--- src/rtl/debounce_pkg.sv ---
// Shared debouncer definitions: FSM state encoding and the smallest legal qualification length.
// Pure declarations; no logic, no latency.
package debounce_pkg;

    typedef enum logic [1:0] {
        STABLE_LO = 2'b00,
        PEND_HI   = 2'b01,
        STABLE_HI = 2'b10,
        PEND_LO   = 2'b11
    } state_t;

    localparam int unsigned MIN_STABLE_CYCLES = 2;

    // Counter must hold STABLE_CYCLES-1 with one bit of headroom so it can never wrap.
    function automatic int unsigned cnt_width(input int unsigned stable_cycles);
        return $clog2(stable_cycles) + 1;
    endfunction

endpackage

--- src/rtl/sync_2ff.sv ---
// Two-flop synchronizer for one asynchronous level; 2-cycle latency, no backpressure.
// Both stages clear on synchronous active-low reset.
module sync_2ff (
    input  logic Clk,
    input  logic Resetn,
    input  logic d,
    output logic q
);

    logic meta_q, meta_d;
    logic sync_q, sync_d;

    always_comb begin
        meta_d = d;
        sync_d = meta_q;
    end

    always_ff @(posedge Clk) begin
        if (!Resetn) begin
            meta_q <= 1'b0;
            sync_q <= 1'b0;
        end else begin
            meta_q <= meta_d;
            sync_q <= sync_d;
        end
    end

    assign q = sync_q;

endmodule

--- src/rtl/switch_debouncer.sv ---
// Switch debouncer: Q follows D_raw once it has held for STABLE_CYCLES synchronized samples.
// Fixed latency STABLE_CYCLES+2 edges from first sample to new Q; no backpressure, Rise/Fall are single-cycle pulses.
module switch_debouncer
    import debounce_pkg::*;
#(
    parameter int unsigned STABLE_CYCLES = 4
) (
    input  logic Clk,
    input  logic Resetn,
    input  logic D_raw,
    output logic Q,
    output logic Rise,
    output logic Fall,
    output logic Busy
);

    localparam int unsigned CW = cnt_width(STABLE_CYCLES);
    localparam logic [CW-1:0] CNT_LAST = CW'(STABLE_CYCLES - 1);
    localparam logic [CW-1:0] CNT_ONE  = CW'(1);

    logic s;

    state_t        state_q, state_d;
    logic [CW-1:0] count_q, count_d;
    logic          q_q, q_d;
    logic          rise_q, rise_d;
    logic          fall_q, fall_d;
    logic          busy_q, busy_d;

    sync_2ff u_sync (
        .Clk    (Clk),
        .Resetn (Resetn),
        .d      (D_raw),
        .q      (s)
    );

    always_comb begin
        state_d = state_q;
        count_d = count_q;
        q_d     = q_q;
        rise_d  = 1'b0;
        fall_d  = 1'b0;
        case (state_q)
            STABLE_LO: if (s) begin
                state_d = PEND_HI;
                count_d = CNT_ONE;
            end
            STABLE_HI: if (!s) begin
                state_d = PEND_LO;
                count_d = CNT_ONE;
            end
            PEND_HI: begin
                if (!s) begin
                    state_d = STABLE_LO;
                    count_d = '0;
                end else if (count_q == CNT_LAST) begin
                    state_d = STABLE_HI;
                    count_d = '0;
                    q_d     = 1'b1;
                    rise_d  = 1'b1;
                end else begin
                    count_d = count_q + CNT_ONE;
                end
            end
            PEND_LO: begin
                if (s) begin
                    state_d = STABLE_HI;
                    count_d = '0;
                end else if (count_q == CNT_LAST) begin
                    state_d = STABLE_LO;
                    count_d = '0;
                    q_d     = 1'b0;
                    fall_d  = 1'b1;
                end else begin
                    count_d = count_q + CNT_ONE;
                end
            end
            default: begin
                state_d = STABLE_LO;
                count_d = '0;
            end
        endcase
        // Busy is derived from the next state so it lands in the same cycle as the state it describes.
        busy_d = (state_d == PEND_HI) || (state_d == PEND_LO);
    end

    always_ff @(posedge Clk) begin
        if (!Resetn) begin
            state_q <= STABLE_LO;
            count_q <= '0;
            q_q     <= 1'b0;
            rise_q  <= 1'b0;
            fall_q  <= 1'b0;
            busy_q  <= 1'b0;
        end else begin
            state_q <= state_d;
            count_q <= count_d;
            q_q     <= q_d;
            rise_q  <= rise_d;
            fall_q  <= fall_d;
            busy_q  <= busy_d;
        end
    end

    assign Q    = q_q;
    assign Rise = rise_q;
    assign Fall = fall_q;
    assign Busy = busy_q;

endmodule

--- config.mk ---
export PLATFORM = sky130hd
export DESIGN_NAME = switch_debouncer
export DESIGN_NICKNAME = d
export VERILOG_FILES = /design/src/rtl/debounce_pkg.sv /design/src/rtl/sync_2ff.sv /design/src/rtl/switch_debouncer.sv
export SDC_FILE = /design/constraint.sdc
export NUM_CORES = 1
export LEC_CHECK = 0
export CORE_AREA = 2 2 39 41
export CTS_CLUSTER_SIZE = 12
export DETAILED_ROUTE_END_ITERATION = 8
export DIE_AREA = 0 0 41 43
export GPL_ROUTABILITY_DRIVEN = 0
export PLACE_DENSITY = 0.62
export SYNTH_ARGS = -nofsm -noshare
export SYNTH_HDL_FRONTEND = slang
export SYNTH_SLANG_ARGS = --single-unit
--- constraint.sdc ---
create_clock -name Clk -period 1.5 [get_ports Clk]
set_clock_uncertainty 0.15 [all_clocks]
set_input_delay 0.15 -clock Clk [delete_from_list [all_inputs] [get_ports Clk]]
set_output_delay 0.15 -clock Clk [all_outputs]
set_load 0.005 [all_outputs]
==> impl_metrics.ini <==
[timing]
fin_crit_sh = 0.955
fin_ws_ns = 0.0670
tns_ns = 0
finalMaxSlewViolations = 0
rsz0062_at_grt = false
hold_violations = 0
slew_headroom = 0.800
holdWs_ns = 0.281
post-route-min-period_ns = 1.43
setup_viol = 0
fmax_mhz = 698
tightest_slew_ns = 0.300

[clock_network]
clock_path_buffers = 2
cts_tree = yes
htree_levels = 1
clock-sinks = 10
cts.reportedPaths.clkPinSlew_ns = 0.06
postCtsHoldBufs = 0
cts_root_buffer = clkbuf_4
insertion_delay_ns = 0.26
numCtsBuffers = 3
cts_setup_buffers = 0

[setup_path]
crit_slowest_cell = clkdlybuf4s50_1
path_max_fanout = 8
crit_path_end_kind = primary output
arrival_ns = 1.13
cpPeakStageDelay_ns = 0.50
required_ns = 1.20
cp_top_family = buffers and inverters
critical_path_class = flip-flop to primary output
cp_num_buf_inv = 1
path_cells = clkdlybuf4s50_1
cp-start-kind = flip-flop

[power_and_ir_drop]
p_total_mw = 0.488
internal-power_mw = 0.387
switching_share = 0.205
power_frac_clock = 0.356
leakage_nw = 0.201
powerDensity_mw_per_mm2 = 979
comb_power_share = 0.067
p_sw_mw = 0.100
sequentialPowerShare = 0.577
vdd_drop_max_uv = 665

[layout]
nets = 52
utilization = 0.360
fillerInstances = 150
n_antenna_cell = 0
multiInputGateArea_um2 = 191
drive_gt1_frac = 0.130
syn_to_final_growth_pct = 25.9
regArea_um2 = 204

[floorplan]
rows = 14
initial_core_util = 0.286
core_area_mm2 = 0.00138
die_y_um = 43
die_area_mm2 = 0.00176
ios = 7
die_w_um = 41

[yosys]
synth_seq_cells = 10
synth_warnings = 0
synth-edff-count = 0
synth.avg_cell_area_um2 = 10.4
synth-main-ff-cell = dfxtp_1
yosysUniqueCellTypes = 21
synth.most_common_cell = dfxtp_1
ys_async_sr_fraction = 0
synthTopCellsByArea = dfxtp_1 51%, nor3b_1 5.7%, xor2_2 4.1%, nand2_1 3.8%, nand3b_1 3.8%
synthTopCellsByCount = 10 x dfxtp_1, 4 x nand2_1, 3 x nor3b_1
synth_top_cell_by_area = dfxtp_1
yosysSeqAreaShare = 0.506
synthCells = 38
netlist_area_um2 = 395
synth_top_area_frac = 0.506
syn_nets = 42

[routing]
num_vias = 293
detail-route-antenna-nets = 0
routed_wl_um = 581
vias_per_cell = 4.73
drt_iter0_drc = 1
drc = 0
routedWlPerCell_um = 9.37
drt_first_pass_iters = 2

[place]
portBuffers = 6
hpwl_um = 433
post-place-ws_ns = 0.155

[run_status]
status = finished, final reports clean

[grt]
track_usage = 0.0978
grt_max_degree = 11
antenna_found_initial = 0
grt_pass1_wl_um = 1040
gr-total-overflow = 0
grt_pass1_vias = 263

[min_path]
hold_class = flip-flop to flip-flop

[run]
max-cap-violations = 0
power groups by stage:
stage	Sequential (mW)	Clock, mW	Combinational, mW
final	0.281	0.174	0.0326
after global routing	0.283	0.205	0.0362
after CTS	0.283	0.185	0.0334
after detailed placement	0.289	0	0.0333
after global placement	0.288	0	0.0328
after floorplan	0.288	0	0.0156
kinds of logic (layout without fill, tap and decap cells):
group,Yosys count,after routing,synth area share
AND/OR/NAND/NOR,17,17,0.278
flip-flops,10,10,0.506
AO/OA/AOI/OAI,8,8,0.133
adder cells (fa/ha/maj),1,1,0.0316
XOR/XNOR,1,1,0.0412
buffers and inverters,1,9,0.00948
sequential cells by signal, indices dropped and copies added, names as in the netlist:
| signal | cells |
|---|---|
| Fall | 1 |
| Q | 1 |
| Rise | 1 |
| count_q | 3 |
| state_q | 2 |
| u_sync.meta_q | 1 |
| u_sync.q | 1 |
cell usage in the layout (no fill, tap or decap):
master           n
nand2_1          4
o21a_1           1
and4b_1          1
or2_1            1
ha_1             1
nand2b_1         1
a21boi_0         1
a21oi_1          2
and2_1           2
xor2_2           1
o211ai_1         1
nand3b_1         2
nor2b_1          1
dfxtp_1          9
o21ai_0          1
o21ai_1          1
nor3b_1          3
clkbuf_4         3
clkdlybuf4s50_1  6
and3_2           1
dfxtp_4          1
and3b_1          1
o211a_1          1
timing repair:
item,4_1_cts,5_1_grt
hold endpoints to repair,0,0
resized for setup,1,1
endpoints found under the setup margin,1,1
pin swaps,0,0
per-layer routing:
metal | wire length [um] | vias to the layer above | global-route usage
met1 | 255 | 131 | 0.104
met5 | 0 | - | 0
met3 | 59 | 2 | 0.0942
met2 | 253 | 10 | 0.119
met4 | 14 | 0 | 0.0600
li1 | - | 150 | -
area by class of cell:
| cell class | instances | area share |
|---|---|---|
| well taps | 16 | 0.0402 |
| flip-flops and latches | 10 | 0.410 |
| clock buffers | 3 | 0.0452 |
| repair buffers | 6 | 0.121 |
| multi-input cells | 27 | 0.384 |
worst paths after layout:
check                           cells past startpoint  slack, ns         end     startpoint
worst max-delay path                                1       0.07        Busy     state_q[0]
worst min-delay path                                1       0.28    u_sync.q  u_sync.meta_q
worst max register to register                      4       0.18  count_q[1]     count_q[0]
worst min register to register                      1       0.28    u_sync.q  u_sync.meta_q
stage by stage:
step | std cells | cell area (um2)
final | 62 | 498
after global routing | 62 | 498
after CTS | 62 | 495
after detailed placement | 59 | 472
after global placement | 59 | 472
after floorplan | 38 | 395
worst reg2reg max path, delay by kind of cell (launching register included):
kind,cells,cell delay (ns)
DFF,1,0.34
and+or+nand+nor,2,0.37
AOI/OAI and AO/OA,1,0.16
adders and majority gates,1,0.19
No activity file was read; power rests on OpenSTA's default activity.
